--- config.mk ---
export PLATFORM = sky130hd
export DESIGN_NAME = vend_txn_ctrl_flat
export DESIGN_NICKNAME = d
export VERILOG_FILES = /design/src/rtl/vend_pkg.sv /design/src/rtl/vend_txn_ctrl_if.sv /design/src/rtl/vend_credit_acc.sv /design/src/rtl/vend_txn_ctrl.sv /design/src/flat_wrapper.sv
export SDC_FILE = /design/constraint.sdc
export NUM_CORES = 1
export LEC_CHECK = 0
export BUFFER_PORTS_ARGS = -buffer_cell sky130_fd_sc_hd__buf_4
export CORE_MARGIN = 4
export CORE_UTILIZATION = 58
export DETAILED_ROUTE_END_ITERATION = 7
export PLACE_DENSITY = 0.84
export SYNTH_ARGS = -nofsm -noshare
export SYNTH_HDL_FRONTEND = slang
export SYNTH_HIERARCHICAL = 1
export SYNTH_SLANG_ARGS = --single-unit
--- constraint.sdc ---
create_clock -name clk -period 9.7 [get_ports clk]
set_clock_uncertainty 0.1 [all_clocks]
set_input_delay 1.94 -clock clk [delete_from_list [all_inputs] [get_ports clk]]
set_output_delay 1.94 -clock clk [all_outputs]
set_load 0.02 [all_outputs]
--- src/rtl/vend_pkg.sv ---
// Shared types and width constants for the vending transaction controller.
// TIMEOUT_CYCLES is only consumed when VEND_TIMEOUT_EN is defined.
package vend_pkg;

  localparam int ADDR_W         = 2;
  localparam int PRICE_W        = 4;
  localparam int COIN_W         = 4;
  localparam int CREDIT_W       = 5;
  localparam int TIMEOUT_CYCLES = 255;

  typedef enum logic [2:0] {
    IDLE,
    LOOKUP,
    COLLECT,
    DISPENSE,
    REFUND
  } state_e;

endpackage

--- src/rtl/vend_txn_ctrl_if.sv ---
// Bus between the transaction controller and its surroundings: user
// inputs, price ROM address/data and the registered result pulses.
// The controller uses the slave modport; the environment uses master.
interface vend_txn_ctrl_if;
  import vend_pkg::*;

  logic                sel_valid;
  logic [ADDR_W-1:0]   sel_addr;
  logic                coin_valid;
  logic [COIN_W-1:0]   coin_val;
  logic                cancel;
  logic [ADDR_W-1:0]   price_addr;
  logic [PRICE_W-1:0]  price_in;
  logic                dispense;
  logic [ADDR_W-1:0]   dispense_item;
  logic                change_valid;
  logic [CREDIT_W-1:0] change_amt;
  logic                coin_reject;
  logic                sel_err;
  logic [CREDIT_W-1:0] credit;
  logic                busy;

  modport master (
    output sel_valid, sel_addr, coin_valid, coin_val, cancel, price_in,
    input  price_addr, dispense, dispense_item, change_valid, change_amt,
           coin_reject, sel_err, credit, busy
  );

  modport slave (
    input  sel_valid, sel_addr, coin_valid, coin_val, cancel, price_in,
    output price_addr, dispense, dispense_item, change_valid, change_amt,
           coin_reject, sel_err, credit, busy
  );

endinterface

--- src/rtl/vend_credit_acc.sv ---
// Credit accumulator: holds inserted credit, adds a coin on request,
// clears on request and flags whether credit-plus-coin covers the price.
module vend_credit_acc
  import vend_pkg::*;
(
  input  logic                clk,
  input  logic                rst,
  input  logic                add_i,
  input  logic                clr_i,
  input  logic [COIN_W-1:0]   coin_i,
  input  logic [PRICE_W-1:0]  price_i,
  output logic [CREDIT_W-1:0] credit_o,
  output logic [CREDIT_W-1:0] sum_o,
  output logic                ge_o
);

  logic [CREDIT_W-1:0] credit_q;

  // Candidate credit if the presented coin is accepted; CREDIT_W covers max price + max coin.
  assign sum_o    = credit_q + CREDIT_W'(coin_i);
  assign ge_o     = (sum_o >= CREDIT_W'(price_i));
  assign credit_o = credit_q;

  // Credit register: clear has priority over add.
  always_ff @(posedge clk) begin
    if (rst || clr_i) begin
      credit_q <= '0;
    end else if (add_i) begin
      credit_q <= sum_o;
    end
  end

endmodule

--- src/rtl/vend_txn_ctrl.sv ---
// Vending transaction controller: select -> price lookup -> coin collection
// -> dispense with change, or refund on cancel.
// Optional feature macro: VEND_TIMEOUT_EN (auto-refund after TIMEOUT_CYCLES
// idle cycles in COLLECT). Default build has no timeout.
module vend_txn_ctrl
  import vend_pkg::*;
(
  input  logic           clk,
  input  logic           rst,
  vend_txn_ctrl_if.slave bus
);

  state_e              state_q, state_d;
  logic [ADDR_W-1:0]   price_addr_q, price_addr_d;
  logic [PRICE_W-1:0]  price_q, price_d;
  logic [CREDIT_W-1:0] change_amt_q, change_amt_d;
  logic [ADDR_W-1:0]   item_q, item_d;
  logic                dispense_q, dispense_d;
  logic                change_valid_q, change_valid_d;
  logic                coin_reject_q, coin_reject_d;
  logic                sel_err_q, sel_err_d;

  logic                acc_add, acc_clr, acc_ge;
  logic [CREDIT_W-1:0] credit, acc_sum;
  logic                timeout_hit, cancel_eff;

  vend_credit_acc u_acc (
    .clk      (clk),
    .rst      (rst),
    .add_i    (acc_add),
    .clr_i    (acc_clr),
    .coin_i   (bus.coin_val),
    .price_i  (price_q),
    .credit_o (credit),
    .sum_o    (acc_sum),
    .ge_o     (acc_ge)
  );

`ifdef VEND_TIMEOUT_EN
  localparam int TMR_W = $clog2(TIMEOUT_CYCLES + 1);
  logic [TMR_W-1:0] timer_q;

  // Inactivity timer: zero outside COLLECT (so it starts at 0 on entry), restarts on each accepted coin.
  always_ff @(posedge clk) begin
    if (rst || state_q != COLLECT || acc_add) begin
      timer_q <= '0;
    end else if (timer_q != TMR_W'(TIMEOUT_CYCLES)) begin
      timer_q <= timer_q + 1'b1;
    end
  end

  assign timeout_hit = (state_q == COLLECT) && (timer_q == TMR_W'(TIMEOUT_CYCLES));
`else
  assign timeout_hit = 1'b0;
`endif

  assign cancel_eff = bus.cancel || timeout_hit;

  // Next-state and registered-output decode; pulses default low every cycle.
  always_comb begin
    state_d        = state_q;
    price_addr_d   = price_addr_q;
    price_d        = price_q;
    change_amt_d   = change_amt_q;
    item_d         = item_q;
    dispense_d     = 1'b0;
    change_valid_d = 1'b0;
    coin_reject_d  = 1'b0;
    sel_err_d      = 1'b0;
    acc_add        = 1'b0;
    acc_clr        = 1'b0;
    case (state_q)
      IDLE: begin
        coin_reject_d = bus.coin_valid;
        if (bus.sel_valid) begin
          price_addr_d = bus.sel_addr;
          state_d      = LOOKUP;
        end
      end
      LOOKUP: begin
        coin_reject_d = bus.coin_valid;
        price_d       = bus.price_in;
        if (bus.price_in == '0) begin
          sel_err_d = 1'b1;
          state_d   = IDLE;
        end else begin
          state_d = COLLECT;
        end
      end
      COLLECT: begin
        if (cancel_eff) begin
          // Cancel beats a simultaneous coin: the coin goes back untouched.
          coin_reject_d = bus.coin_valid;
          if (credit != '0) begin
            change_valid_d = 1'b1;
            change_amt_d   = credit;
            state_d        = REFUND;
          end else begin
            state_d = IDLE;
          end
        end else if (bus.coin_valid) begin
          if (bus.coin_val == '0) begin
            coin_reject_d = 1'b1;
          end else begin
            acc_add = 1'b1;
            if (acc_ge) begin
              // Pulses land in the DISPENSE cycle, computed from the post-coin credit.
              dispense_d = 1'b1;
              item_d     = price_addr_q;
              state_d    = DISPENSE;
              if (acc_sum > CREDIT_W'(price_q)) begin
                change_valid_d = 1'b1;
                change_amt_d   = acc_sum - CREDIT_W'(price_q);
              end
            end
          end
        end
      end
      DISPENSE, REFUND: begin
        coin_reject_d = bus.coin_valid;
        acc_clr       = 1'b1;
        state_d       = IDLE;
      end
      default: state_d = IDLE;
    endcase
  end

  // State and output registers; reset discards any transaction in flight.
  always_ff @(posedge clk) begin
    if (rst) begin
      state_q        <= IDLE;
      price_addr_q   <= '0;
      price_q        <= '0;
      change_amt_q   <= '0;
      item_q         <= '0;
      dispense_q     <= 1'b0;
      change_valid_q <= 1'b0;
      coin_reject_q  <= 1'b0;
      sel_err_q      <= 1'b0;
    end else begin
      state_q        <= state_d;
      price_addr_q   <= price_addr_d;
      price_q        <= price_d;
      change_amt_q   <= change_amt_d;
      item_q         <= item_d;
      dispense_q     <= dispense_d;
      change_valid_q <= change_valid_d;
      coin_reject_q  <= coin_reject_d;
      sel_err_q      <= sel_err_d;
    end
  end

  assign bus.price_addr    = price_addr_q;
  assign bus.dispense      = dispense_q;
  assign bus.dispense_item = item_q;
  assign bus.change_valid  = change_valid_q;
  assign bus.change_amt    = change_amt_q;
  assign bus.coin_reject   = coin_reject_q;
  assign bus.sel_err       = sel_err_q;
  assign bus.credit        = credit;
  assign bus.busy          = (state_q != IDLE);

endmodule

--- src/flat_wrapper.sv ---
// flat-port wrapper written by rule: the top's interface ports become plain ports
module vend_txn_ctrl_flat import vend_pkg::*;
  (clk, rst, bus_sel_valid, bus_sel_addr, bus_coin_valid, bus_coin_val, bus_cancel, bus_price_in, bus_price_addr, bus_dispense, bus_dispense_item, bus_change_valid, bus_change_amt, bus_coin_reject, bus_sel_err, bus_credit, bus_busy);
  vend_txn_ctrl_if bus_i ();
  input  logic clk;
  input  logic rst;
  input wire logic [$bits(bus_i.sel_valid)-1:0] bus_sel_valid;
  input wire logic [$bits(bus_i.sel_addr)-1:0] bus_sel_addr;
  input wire logic [$bits(bus_i.coin_valid)-1:0] bus_coin_valid;
  input wire logic [$bits(bus_i.coin_val)-1:0] bus_coin_val;
  input wire logic [$bits(bus_i.cancel)-1:0] bus_cancel;
  input wire logic [$bits(bus_i.price_in)-1:0] bus_price_in;
  output wire logic [$bits(bus_i.price_addr)-1:0] bus_price_addr;
  output wire logic [$bits(bus_i.dispense)-1:0] bus_dispense;
  output wire logic [$bits(bus_i.dispense_item)-1:0] bus_dispense_item;
  output wire logic [$bits(bus_i.change_valid)-1:0] bus_change_valid;
  output wire logic [$bits(bus_i.change_amt)-1:0] bus_change_amt;
  output wire logic [$bits(bus_i.coin_reject)-1:0] bus_coin_reject;
  output wire logic [$bits(bus_i.sel_err)-1:0] bus_sel_err;
  output wire logic [$bits(bus_i.credit)-1:0] bus_credit;
  output wire logic [$bits(bus_i.busy)-1:0] bus_busy;
  assign bus_i.sel_valid = bus_sel_valid;
  assign bus_i.sel_addr = bus_sel_addr;
  assign bus_i.coin_valid = bus_coin_valid;
  assign bus_i.coin_val = bus_coin_val;
  assign bus_i.cancel = bus_cancel;
  assign bus_i.price_in = bus_price_in;
  assign bus_price_addr = bus_i.price_addr;
  assign bus_dispense = bus_i.dispense;
  assign bus_dispense_item = bus_i.dispense_item;
  assign bus_change_valid = bus_i.change_valid;
  assign bus_change_amt = bus_i.change_amt;
  assign bus_coin_reject = bus_i.coin_reject;
  assign bus_sel_err = bus_i.sel_err;
  assign bus_credit = bus_i.credit;
  assign bus_busy = bus_i.busy;
  vend_txn_ctrl u_core (.clk(clk), .rst(rst), .bus(bus_i));
endmodule
==> After elaboration in Yosys (flattened, before gate mapping) <==
Cells that the tools add are included.
{ "classes": {"n_reduce_logical": 18, "bitwise_logic": 5, "order_cmp": 2, "muxes": 31, "n_addsub": 2, "n_eq_ne": 10} }
{ "ops": {"columns": ["op", "n"], "rows": [
  ["$mux W5", 6],
  ["$mux W3", 6],
  ["$mux W1", 16],
  ["$pmux W3 S3", 1],
  ["$logic_not A4 Y1", 2],
  ["$eq A3 B2 Y1 const B", 2],
  ["$ne A3 B3 Y1 const B", 2],
  ["$reduce_and A6 Y1", 1],
  ["$reduce_bool A2 Y1", 3],
  ["$reduce_or A2 Y1", 3],
  ["$add A5 B4 Y5", 1],
  ["$ge A5 B4 Y1", 1],
  ["$gt A5 B4 Y1", 1],
  ["$not A1 Y1", 5],
  ["$reduce_and A5 Y1", 1],
  ["$reduce_bool A5 Y1", 1],
  ["$reduce_or A5 Y1", 1],
  ["$sub A5 B4 Y5", 1],
  ["$ne A2 B2 Y1 const B", 2],
  ["$reduce_and A4 Y1", 1],
  ["$reduce_or A4 Y1", 1],
  ["$eq A3 B1 Y1 const B", 1],
  ["$eq A3 B3 Y1 const B", 1],
  ["$logic_not A3 Y1", 1],
  ["other kinds (7)", 7]
]} }
{ "word_totals": {"output_inout_bits": 19, "in_bits": 15, "ff_bits": 25, "elab_cells": 78} }

==> Longest topological paths before layout <==
Gate-level depths: netlist of the first run.
{ "logic_depth": {"depth_word": 7, "depth_mapped": 12, "mapped_depth_nobuf": 12} }

==> Hierarchy <==
Netlist of the first run, hierarchy kept.
{ "by_module_without_submodules": {"columns": ["mod", "area_per_inst_um2", "seq_area_each_um2", "instances", "cells_each"], "rows": [
  ["vend_txn_ctrl", 1079.8, 400.4, 1, 126],
  ["vend_credit_acc", 459.2, 100.1, 1, 50]
]} }

==> Worst setup path before layout of the first run <==
Ideal clock, no wire load.
{ "synth_path": {"path_type": "input -> register", "from": "input bus_coin_val[0]", "to": "register u_core.change_amt_q[1], in the netlist u_core/bus.change_amt[1]", "setup_time_ns": 0.131, "n_path_buf": 0, "arrival_ns": 4.163, "t_required_ns": 9.469, "slack_ns": 5.306, "path_stages": 11, "path_cell_list": "ha_1 -> fa_1 -> xor2_1 -> ha_1 -> o21ai_0 -> o221ai_1 -> o41a_1 -> nand4_2 -> a21o_1 -> a221oi_1 -> nor3_1"} }
{ "synth_between": {"word_cells_on_any_way": 14, "cone_classes": "add/sub (2); order compare (2); eq/ne (1); mux (5); reduce/logical (4)"} }
{ "synth_rtl": {"columns": ["element", "line", "source"], "rows": [
  ["start: declaration", "flat_wrapper.sv:10", "input wire logic [$bits(bus_i.coin_val)-1:0] bus_coin_val;"],
  ["$add A5 B4 Y5", "vend_credit_acc.sv:20", "assign sum_o = credit_q + CREDIT_W'(coin_i);"],
  ["named net u_core.acc_sum[2]", "vend_txn_ctrl.sv:24", "logic [CREDIT_W-1:0] credit, acc_sum;"],
  ["$ge A5 B4 Y1", "vend_credit_acc.sv:21", "assign ge_o = (sum_o >= CREDIT_W'(price_i));"],
  ["named net u_core.acc_ge", "vend_txn_ctrl.sv:23", "logic acc_add, acc_clr, acc_ge;"],
  ["$reduce_bool A2 Y1 (no source line)", null, null],
  ["$reduce_and A6 Y1 (no source line)", null, null],
  ["end signal: assignment", "vend_txn_ctrl.sv:144", "change_amt_q <= change_amt_d;"],
  ["end: declaration", "vend_txn_ctrl.sv:16", "logic [CREDIT_W-1:0] change_amt_q, change_amt_d;"]
]} }
The timed path passes the listed nets, and every way through them passes these cells. The select of a mux whose other input is x is not followed.
A chain may end at the register's enable or synchronous reset.

==> Worst setup path in the final report of the first run <==
Same ends and word-level chain as after synthesis.

==> key figures, run 1 <==
Critical path
  • Crit Path Category: primary input to flip-flop
  • Crit path launch type: primary input
  • CP bufs+invs: 1
  • CP max FO: 5
  • Crit path cell chain: buf_4, ha_1, fa_1, ha_1, a211oi_1, o221ai_1, o41a_1, nand4_2, a21o_1, a221oi_1, nor3_1
  • Worst path required time: around 9.8 ns
  • CP most frequent cell: ha_1
  • CP peak stage delay: approximately 0.59 ns
  • Setup crit end kind: flip-flop
  • Crit-path slowest cell: fa_1
  • Cell family with most CP delay: adder cells
  • Worst EP arrival: approximately 4.6 ns

GRT
  • Largest net degree at the start of global routing: 27
  • First-pass GRT wire length: around 6 mm
  • Initial antenna violation count: 0
  • Via count of the first global-routing pass: approximately 1400
  • GRT Total Usage: 0.216
  • Congestion Overflow GR: 0

Pwr
  • Peak supply drop: 0.0980 mV
  • Register share of total power: 0.511
  • Tot Pwr: between 200 and 250 uW
  • Clk pwr share: 0.220
  • Combinational fraction of design power: 0.268
  • Net Sw Frac: 0.317
  • Cell Pwr Density: between 100 and 150 mW/mm^2
  • Leak Pwr: 0.000777 uW
  • Int Pwr: 149 uW
  • Sw Pwr: between 60 and 70 uW

Floorplanning
  • # rows: 18
  • Core Area: about 0.0025 sq mm
  • Die width: 59.5 um
  • IO Pins: 34
  • Area of the die: around 0.0035 sq mm
  • Chip height: between 50 and 60 um
  • Starting Density: 0.616

Route
  • WL/cell: approximately 15 um
  • DRT iter0 DRCs: between 100 and 150
  • Antenna viol nets, final: 0
  • Met1 wire length: approximately 1.5 mm
  • DRC violations left: 0
  • Routed wl met3: 302 um
  • Met2 WL: between 1.5 and 2 mm
  • Avg Vias per Cell: around 6
  • Via count: about 1400
  • TritonRoute pass-1 iters: 4
  • Top sig layer: met4
  • Total routed wirelength: 3.58 mm

Final layout
  • Commonest cells after routing, fill and taps aside: 33 x buf_4, 25 x dfxtp_1, 23 x nor2_1, 12 x a21oi_1, 12 x ha_1
  • Diode count: 0
  • Most common cell after layout, fill and taps aside: buf_4
  • Non-Filler Instances: 236
  • Final instance area: 0.00182 sq mm
  • Nets@finish: between 200 and 250
  • Layout cells sized above 1: 0.223
  • Area grow syn2layout: 18.0%

Timing
  • Fin crit share: 0.465
  • Slew headroom: 0.460
  • Final Hold Fails: 0
  • F_max: around 0.22 GHz
  • Final setup fails: 0
  • RSZ-0062 raised after global routing: false
  • Post-layout min period: between 4 and 5 ns
  • Final Max Tran Viols: 0
  • Setup Total Neg Slack: 0 ns
  • Worst Max-Slew Pin Slew: roughly 0.8 ns

Yosys
  • Cell variety after synth: between 40 and 50
  • Post-Syn Area per Cell: about 8.7 sq um
  • Syn Nets: about 200
  • Post-Synthesis Cells: approximately 180
  • #FFs+latches synth: 25
  • Synth Warn #: 6
  • Post-synthesis cell area: between 0.0015 and 0.002 sq mm
  • Post-synthesis sequential area ratio: 0.325

CTS
  • Max clock buf depth: 2
  • CTS buffer count: 3
  • CTS tree: yes
  • # hold bufs at CTS: 0
  • Post-CTS Resized: 0
  • Post-CTS setup buffers: 0
  • Clock sinks: 25
  • Clock transition at path regs: around 0.14 ns
  • Skew-Pair Late Insertion Delay: around 0.32 ns
  • H-tree levels: 1
  • CTS root buf: clkbuf_4

Min path
  • Hold Crit Class: flip-flop to flip-flop

Place
  • DP Cell Count: roughly 230
  • Post-DP HPWL: 2.78 mm
  • DP Area: 0.00179 sq mm
  • Final GP Congestion: ~0.92
  • I/O Buffers: 33

Status
  • Status: completed

Flow run
  • MaxCap Viol Count: 0
power groups by stage:
stage | clock (uW) | sequential [uW] | combinational, uW
floorplan | 0 | 113 | 40.4
finish | 48.1 | 112 | 58.6
CTS | 49.8 | 112 | 57.9
global route | 54.9 | 113 | 64.3
global placement | 0 | 114 | 55.4
detailed placement | 0 | 114 | 57.2
per-layer routing:
| layer | global-route usage | vias up |
|---|---|---|
| li1 | - | 691 |
| met1 | 0.264 | 656 |
| met2 | 0.371 | 64 |
| met3 | 0.0327 | 8 |
| met4 | 0.0949 | 0 |
| met5 | 0 | - |
synth_stat cells, drive strengths merged:
library cell | instances | area (sq um)
nand2 | 6 | 22.5
or4 | 1 | 11.3
buf | 5 | 31.3
or4b | 1 | 10.0
nand3 | 7 | 35.0
fa | 2 | 40.0
o221ai | 3 | 26.3
nand4 | 2 | 18.8
xnor2 | 3 | 26.3
o211ai | 1 | 7.51
clkbuf | 2 | 7.51
inv | 11 | 41.3
dfxtp | 25 | 500
nor2 | 24 | 97.6
and2 | 1 | 6.26
mux2i | 10 | 100
nor3 | 7 | 35.0
xor2 | 2 | 17.5
a221oi | 1 | 8.76
a21o | 4 | 30.0
and3 | 1 | 7.51
and3b | 3 | 26.3
nor2b | 2 | 12.5
nor3b | 1 | 12.5
nor4b | 1 | 8.76
o2111a | 1 | 12.5
a211o | 1 | 10.0
o22ai | 2 | 12.5
ha | 12 | 150
o41a | 1 | 11.3
or3 | 2 | 12.5
a2111oi | 1 | 8.76
o21ai | 6 | 30.0
o2111ai | 1 | 15.0
a21boi | 2 | 15.0
a21oi | 13 | 68.8
nor4 | 2 | 12.5
nand2b | 5 | 31.3
a211oi | 1 | 7.51
worst min-delay path: stages, from the launching register on:
cell and delay, ns:
dfxtp_1 0.34, nand3_1 0.06, a21oi_1 0.05
sequential cells by signal (all words and copies together) (netlist names):
register and flops:
u_core/bus.change_amt 5, u_core/price_q 4, u_core/u_acc/credit_o 5, u_core/bus.change_valid 1, u_core/bus.dispense_item 2, u_core/bus.sel_err 1, u_core/bus.dispense 1, u_core/bus.price_addr 2
u_core/state_q 3, u_core/bus.coin_reject 1
per-stage QoR:
step / utilization / hold slack, ns / setup WS (ns)
after floorplan: - / 0.394 / 5.31
after global placement: 0.714 / 0.361 / 5.04
after detailed placement: 0.714 / 0.361 / 4.93
after CTS: 0.726 / 0.380 / 5.26
after global routing: 0.726 / 0.398 / 5.08
final: 0.726 / 0.378 / 5.19
cell type report:
class | count | area, sq um
Timing Repair Buffer | 33 | 248
Inverter | 11 | 41.3
Sequential cell | 25 | 500
Multi-Input combinational cell | 133 | 958
Clock buffer | 3 | 22.5
Tap cell | 30 | 37.5
Fill cell | 195 | 684
Clock inverter | 1 | 7.51
final timing paths:
check / startpoint / end / slack (ns) / depth (start not counted)
min reg2reg: u_core/bus.change_amt[4] / u_core/bus.change_amt[4] / 0.38 / 2
max: bus_coin_val[0] / u_core/bus.change_amt[1] / 5.19 / 11
max reg2reg: u_core/u_acc/credit_o[0] / u_core/bus.change_amt[1] / 6.51 / 10
min: u_core/bus.change_amt[4] / u_core/bus.change_amt[4] / 0.38 / 2
cell families (layout without fill, tap and decap cells):
family,count (synthesis),count (layout),share of synthesized area
AOI/OAI and AO/OA,38,38,0.172
xor gates and xnor gates,5,5,0.0285
adders and majority gates,14,14,0.124
buffers and inverters,18,48,0.0520
DFF,25,25,0.325
muxes,10,10,0.0650
and+or+nand+nor,66,66,0.234
(Power assumes the default switching activity.)
==> inputs of run 2 (changes only) <==
--- a/config.mk
+++ b/config.mk
@@ -7,9 +7,9 @@
 export LEC_CHECK = 0
 export BUFFER_PORTS_ARGS = -buffer_cell sky130_fd_sc_hd__buf_4
 export CORE_MARGIN = 4
-export CORE_UTILIZATION = 58
+export CORE_UTILIZATION = 53
 export DETAILED_ROUTE_END_ITERATION = 7
-export PLACE_DENSITY = 0.84
+export PLACE_DENSITY = 0.77
 export SYNTH_ARGS = -nofsm -noshare
 export SYNTH_HDL_FRONTEND = slang
 export SYNTH_HIERARCHICAL = 1
==> constraint.sdc (replaced) <==
create_clock -name clk -period 4.7 [get_ports clk]
set_clock_uncertainty 0.1 [all_clocks]
set_input_delay 0.94 -clock clk [delete_from_list [all_inputs] [get_ports clk]]
set_output_delay 0.94 -clock clk [all_outputs]
set_load 0.02 [all_outputs]
==> run 2 against run 1 <==
Effect of this change:
- via count shrank 1.7%
- highest routed layer unchanged
- first-iteration DRC count is 65% lower
- largest cell class unchanged
- die area rose by 8.1%
- cell count rose by 0.42%
- clock-buffer cell count is the same
- worst hold slack worse by 0.0013 ns
- critical endpoint unchanged
==> key figures, run 2 (same netlist as run 1, synthesis figures left out) <==
CTS
  • Clock sinks: 25 (unchanged)
  • CTS root buf: clkbuf_4
  • CTS buffer count: 3 (unchanged)
  • Skew-Pair Late Insertion Delay: 0.31 ns (about the same)
  • Post-CTS Resized: 0 (unchanged)
  • Clock transition at path regs: 0.14 ns (about the same)
  • Max clock buf depth: 2 (unchanged)
  • H-tree levels: 1 (unchanged)
  • # hold bufs at CTS: 0 (unchanged)
  • Post-CTS setup buffers: 0 (unchanged)
  • CTS tree: yes

Pwr
  • Combinational fraction of design power: 0.268 (about the same)
  • Net Sw Frac: 0.317 (-0.000546)
  • Register share of total power: 0.513 (+0.002)
  • Sw Pwr: 142 uW (+110%)
  • Leak Pwr: 0.000777 uW (unchanged)
  • Int Pwr: 307 uW (+110%)
  • Cell Pwr Density: 247 mW/mm^2 (+110%)
  • Clk pwr share: 0.220 (about the same)
  • Peak supply drop: 0.202 mV (+110%)

Timing
  • Final setup fails: 0 (unchanged)
  • Fin crit share: 0.745
  • Slew headroom: 0.489 (+0.0290)
  • F_max: roughly 0.29 GHz
  • Post-layout min period: about 3.5 ns
  • Final Hold Fails: 0 (unchanged)
  • Post-route setup slack: 1.20 ns (-3.99 ns)
  • WHS: 0.377 ns (-0.00129 ns)
  • RSZ-0062 raised after global routing: false
  • Setup Total Neg Slack: 0 ns (unchanged)
  • Final Max Tran Viols: 0 (unchanged)
  • Worst Max-Slew Pin Slew: 0.758 ns (-0.0430 ns)

Status
  • Status: completed

Floorplanning
  • Chip height: 61.9 um (+4.0%)
  • # rows: 19 (+1)
  • IO Pins: 34 (unchanged)
  • Starting Density: 0.558 (-0.0575)
  • Area of the die: 0.00383 sq mm (+8.1%)
  • Die width: 61.9 um (+4.0%)
  • Core Area: 0.00276 sq mm (+10%)

Place
  • DP Cell Count: 233 (+0.43%)
  • I/O Buffers: 33 (unchanged)
  • Dpl ws: 0.889 ns (-4.04 ns)
  • Final GP Congestion: 0.896 (-2.9%)
  • Post-DP HPWL: 2.82 mm (+1.5%)

Final layout
  • Nets@finish: 236 (unchanged)
  • Non-Filler Instances: 237 (+0.42%)
  • Most common cell after layout, fill and taps aside: buf_4
  • FILL cells: 232 (+19%)
  • Final core utilization: 0.659 (-0.0674)
  • Area grow syn2layout: 18.0% (about the same)
  • Layout cells sized above 1: 0.223 (unchanged)
  • Commonest cells after routing, fill and taps aside: 33 x buf_4, 25 x dfxtp_1, 23 x nor2_1, 12 x a21oi_1, 12 x ha_1
  • Diode count: 0 (unchanged)

Critical path
  • Reg-to-reg slack, setup: 1.52 ns (-4.99 ns)
  • Worst R2R Start: u_core/u_acc/credit_o[0]
  • R2R depth: 11 (+1)
  • Worst EP arrival: 3.62 ns (-1.00 ns)
  • Worst path required time: 4.81 ns (-5.00 ns)
  • Crit path capture: u_core/bus.change_amt[1]
  • Crit path launch type: primary input
  • RR Endpoint: u_core/bus.change_amt[1]
  • Crit Path Category: primary input to flip-flop
  • Setup crit end kind: flip-flop
  • CP startpoint: bus_coin_val[0]
  • CP max FO: 5 (unchanged)

Route
  • DRC violations left: 0 (unchanged)
  • Total routed wirelength: 3.51 mm (-2.2%)
  • Via count: 1395 (-1.7%)
  • TritonRoute pass-1 iters: 4 (unchanged)
  • WL/cell: 14.8 um (-2.6%)
  • Antenna viol nets, final: 0 (unchanged)
  • DRT iter0 DRCs: 44 (-65%)
  • Avg Vias per Cell: 5.89 (-2.1%)

Flow run
  • MaxCap Viol Count: 0 (unchanged)

GRT
  • Largest net degree at the start of global routing: 27 (unchanged)
  • Congestion Overflow GR: 0 (unchanged)
  • Initial antenna violation count: 0 (unchanged)
  • Via count of the first global-routing pass: 1400 (-0.36%)
  • First-pass GRT wire length: 5.93 mm (+0.47%)
  • GRT Total Usage: 0.205 (-0.0111)

Min path
  • HP Start: u_core/bus.change_amt[0]
  • Worst hold path depth: 2 (unchanged)
  • Hold Crit Class: flip-flop to flip-flop
run 2: power by group through the flow:
stage / clock network [uW] / registers [uW] / logic [uW]
2_1_floorplan: 0 / 233 / 83.5
4_1_cts: 102 / 231 / 120
3_5_place_dp: 0 / 235 / 119
3_3_place_gp: 0 / 235 / 115
6_report: 98.7 / 231 / 120
5_1_grt: 114 / 232 / 134
run 2: worst min-delay path by stage:
stage                     slack [ns]                       end
final                           0.38  u_core/bus.change_amt[0]
after global routing            0.40  u_core/bus.change_amt[0]
after CTS                       0.38  u_core/bus.change_amt[0]
after detailed placement        0.36  u_core/bus.change_amt[0]
after global placement          0.36  u_core/bus.change_amt[2]
after floorplan                 0.39         u_core/price_q[0]
run 2: area by class of cell:
cell class	instances	area [sq um]	area share
Clock buffer	3	22.5	0.0124
Clock inverter	1	7.51	0.00413
Inverter	11	41.3	0.0227
Multi-Input combinational cell	133	958	0.528
Sequential cell	25	500	0.275
Tap cell	31	38.8	0.0213
Timing Repair Buffer	33	248	0.136
run 2: critical path, cell delays in order:
cell and delay (ns):
buf_4 0.12, ha_1 0.22, fa_1 0.46, xor2_1 0.28, ha_1 0.23, o21ai_0 0.11, o221ai_1 0.16, o41a_1 0.23
nand4_2 0.22, a21o_1 0.27, a221oi_1 0.29, nor3_1 0.07
run 2: layer usage:
layer	GRT usage	up-vias	wire length [um]
li1	-	693	-
met1	0.261	666	1570
met2	0.347	32	1720
met3	0.0372	4	189
met4	0.0697	0	31
met5	0	-	0
run 2: per-stage QoR:
step                cell area [sq um]  total power (uW)
CTS                              1820               453
detailed placement               1790               355
global route                     1820               480
finish                           1820               450
floorplan                        1540               317
global placement                 1790               350
==> inputs of run 3 (changes only) <==
==> constraint.sdc (replaced) <==
create_clock -name clk -period 3.46 [get_ports clk]
set_clock_uncertainty 0.1 [all_clocks]
set_input_delay 0.692 -clock clk [delete_from_list [all_inputs] [get_ports clk]]
set_output_delay 0.692 -clock clk [all_outputs]
set_load 0.02 [all_outputs]
==> run 3 against run 2 <==
Effect of this change:
- die area is the same
- wire length shrank 0.49%
- critical path depth is the same
- critical endpoint unchanged
- cell count grew 1.3%
- critical path type unchanged
- clock power grew 37%
- worst setup slack lost 0.95 ns
- worst hold slack gained 0.013 ns
- sequential share of layout area shrank 0.34 points
==> key figures, run 3 (same netlist as run 1, synthesis figures left out) <==
Timing
  • Final setup fails: 0 (unchanged)
  • Worst Max-Slew Pin Slew: 0.611 ns (-0.148 ns)
  • Fin crit share: 0.930
  • Final Hold Fails: 0 (unchanged)
  • Final Max Tran Viols: 0 (unchanged)
  • RSZ-0062 raised after global routing: false
  • WHS: 0.390 ns (+0.0135 ns)
  • F_max: slightly above 0.3 GHz
  • Post-layout min period: between 3 and 4 ns
  • Slew headroom: 0.589 (+0.100)

Final layout
  • Diode count: 0 (unchanged)
  • Most common cell after layout, fill and taps aside: buf_4
  • Register Area: 500 sq um (unchanged)
  • Multi-input logic area: 958 sq um (unchanged)
  • FILL cells: 244 (+5.2%)
  • Area grow syn2layout: 19.5%
  • Nets@finish: 239 (+1.3%)
  • Layout cells sized above 1: 0.234 (+0.0111)
  • Final instance area: 0.00184 sq mm (+1.2%)
  • Commonest cells after routing, fill and taps aside: 36 x buf_4, 25 x dfxtp_1, 23 x nor2_1, 12 x a21oi_1, 12 x ha_1

Pwr
  • Combinational fraction of design power: 0.270 (+0.002)
  • Register share of total power: 0.509 (-0.004)
  • Sw Pwr: 195 uW (+37%)
  • Cell Pwr Density: 334 mW/mm^2 (+35%)
  • Int Pwr: 419 uW (+37%)
  • Peak supply drop: 0.323 mV (+60%)
  • Net Sw Frac: 0.317 (about the same)
  • Clk pwr share: 0.221 (about the same)
  • Leak Pwr: 0.000792 uW (+1.9%)

CTS
  • Clock transition at path regs: 0.14 ns (about the same)
  • Post-CTS setup buffers: 0 (unchanged)
  • # hold bufs at CTS: 0 (unchanged)
  • Post-CTS Resized: 0 (unchanged)
  • Skew-Pair Late Insertion Delay: 0.32 ns (about the same)
  • CTS buffer count: 3 (unchanged)
  • H-tree levels: 1 (unchanged)
  • CTS root buf: clkbuf_4
  • CTS tree: yes
  • Max clock buf depth: 2 (unchanged)
  • Clock sinks: 25 (unchanged)

Route
  • Met2 WL: 1.65 mm (-4.1%)
  • Total routed wirelength: 3.49 mm (-0.49%)
  • DRC violations left: 0 (unchanged)
  • Avg Vias per Cell: 5.68 (-3.4%)
  • Met1 wire length: 1.61 mm (+2.7%)
  • DRT iter0 DRCs: 104 (+140%)
  • TritonRoute pass-1 iters: 4 (unchanged)
  • Via count: 1364 (-2.2%)
  • WL/cell: 14.5 um (-1.7%)
  • Antenna viol nets, final: 0 (unchanged)
  • Top sig layer: met4
  • Routed wl met3: 193 um (+2.1%)

Critical path
  • Crit path cell chain: buf_4, ha_1, fa_1, xor2_1, ha_1, o21ai_0, o221ai_1, o41a_1, nand4_2, a21o_1, a221oi_1, nor3_1
  • Reg-to-reg slack, setup: 0.32 ns (-1.20 ns)
  • Crit Path Category: primary input to flip-flop
  • Setup crit end kind: flip-flop
  • Crit path launch type: primary input
  • Worst R2R Start: u_core/u_acc/credit_o[0]
  • CP startpoint: bus_coin_val[0]
  • CP most frequent cell: ha_1
  • R2R depth: 11 (unchanged)
  • Crit path capture: u_core/bus.change_amt[1]
  • CP max FO: 5 (unchanged)
  • Worst path required time: 3.58 ns (-1.23 ns)
  • RR Endpoint: u_core/bus.change_amt[1]
  • Worst EP arrival: 3.34 ns (-0.28 ns)
  • CP peak stage delay: 0.46 ns (about the same)
  • Crit-path slowest cell: fa_1

Floorplanning
  • # rows: 19 (unchanged)
  • IO Pins: 34 (unchanged)
  • Starting Density: 0.558 (unchanged)
  • Core Area: 0.00276 sq mm (unchanged)
  • Chip height: 61.9 um (unchanged)
  • Area of the die: 0.00383 sq mm (unchanged)
  • Die width: 61.9 um (unchanged)

Place
  • Post-DP HPWL: 2.76 mm (-2.1%)
  • Final GP Congestion: 0.910 (+1.6%)
  • I/O Buffers: 33 (unchanged)
  • DP Area: 0.00181 sq mm (+1.3%)

Min path
  • Worst hold path depth: 2 (unchanged)
  • Hold Crit Class: flip-flop to flip-flop
  • HP Start: u_core/bus.change_amt[2]

GRT
  • Largest net degree at the start of global routing: 27 (unchanged)
  • GRT Total Usage: 0.204 (-0.000504)
  • Congestion Overflow GR: 0 (unchanged)
  • First-pass GRT wire length: 5.74 mm (-3.2%)
  • Initial antenna violation count: 0 (unchanged)
  • Via count of the first global-routing pass: 1336 (-4.6%)

Status
  • Status: completed

Flow run
  • MaxCap Viol Count: 0 (unchanged)
## run 3: cell types whose count changed in the layout (fill, tap and decap cells not counted)
cell   before  now
buf_4      33   36
## run 3: stage by stage
stage	util	std cells	worst slack [ns]	TNS [ns]	power, uW
6_report	0.667	240	0.244	0	614
5_1_grt	0.667	240	0.153	0	651
4_1_cts	0.667	240	0.311	0	618
3_5_place_dp	0.656	236	-0.0586	-0.0586	482
3_3_place_gp	0.656	236	0.122	0	477
2_1_floorplan	-	176	0.314	0	430
## run 3: critical path: cells and delay by family
family          cells  cell delay [ns]
simple gates        2             0.23
buf+inv             1             0.12
xor+xnor            1             0.29
fa+ha+maj           3             0.91
compound gates      5             1.10
## run 3: metal layers
layer,global-route usage,vias up
li1,-,697
met1,0.259,624
met2,0.345,39
met3,0.0310,4
met4,0.0848,0
met5,0,-
## run 3: worst min-delay path by stage
stage                                           to
after global placement    u_core/bus.change_amt[2]
after CTS                 u_core/bus.change_amt[2]
final                     u_core/bus.change_amt[2]
after global routing      u_core/bus.change_amt[2]
after floorplan                  u_core/price_q[0]
after detailed placement  u_core/bus.change_amt[2]
## run 3: layout make-up
class	instances	share of cell area
Inverter	11	0.0224
Timing Repair Buffer	36	0.147
Clock inverter	1	0.00408
Clock buffer	3	0.0122
Sequential cell	25	0.272
Multi-Input combinational cell	133	0.521
Tap cell	31	0.0211
## run 3: power by group through the flow
stage                     logic [uW]  registers, uW  clock network, uW
final                            166            313                135
after CTS                        165            313                140
after floorplan                  113            317                  0
after detailed placement         163            319                  0
after global routing             183            315                153
after global placement           158            319                  0
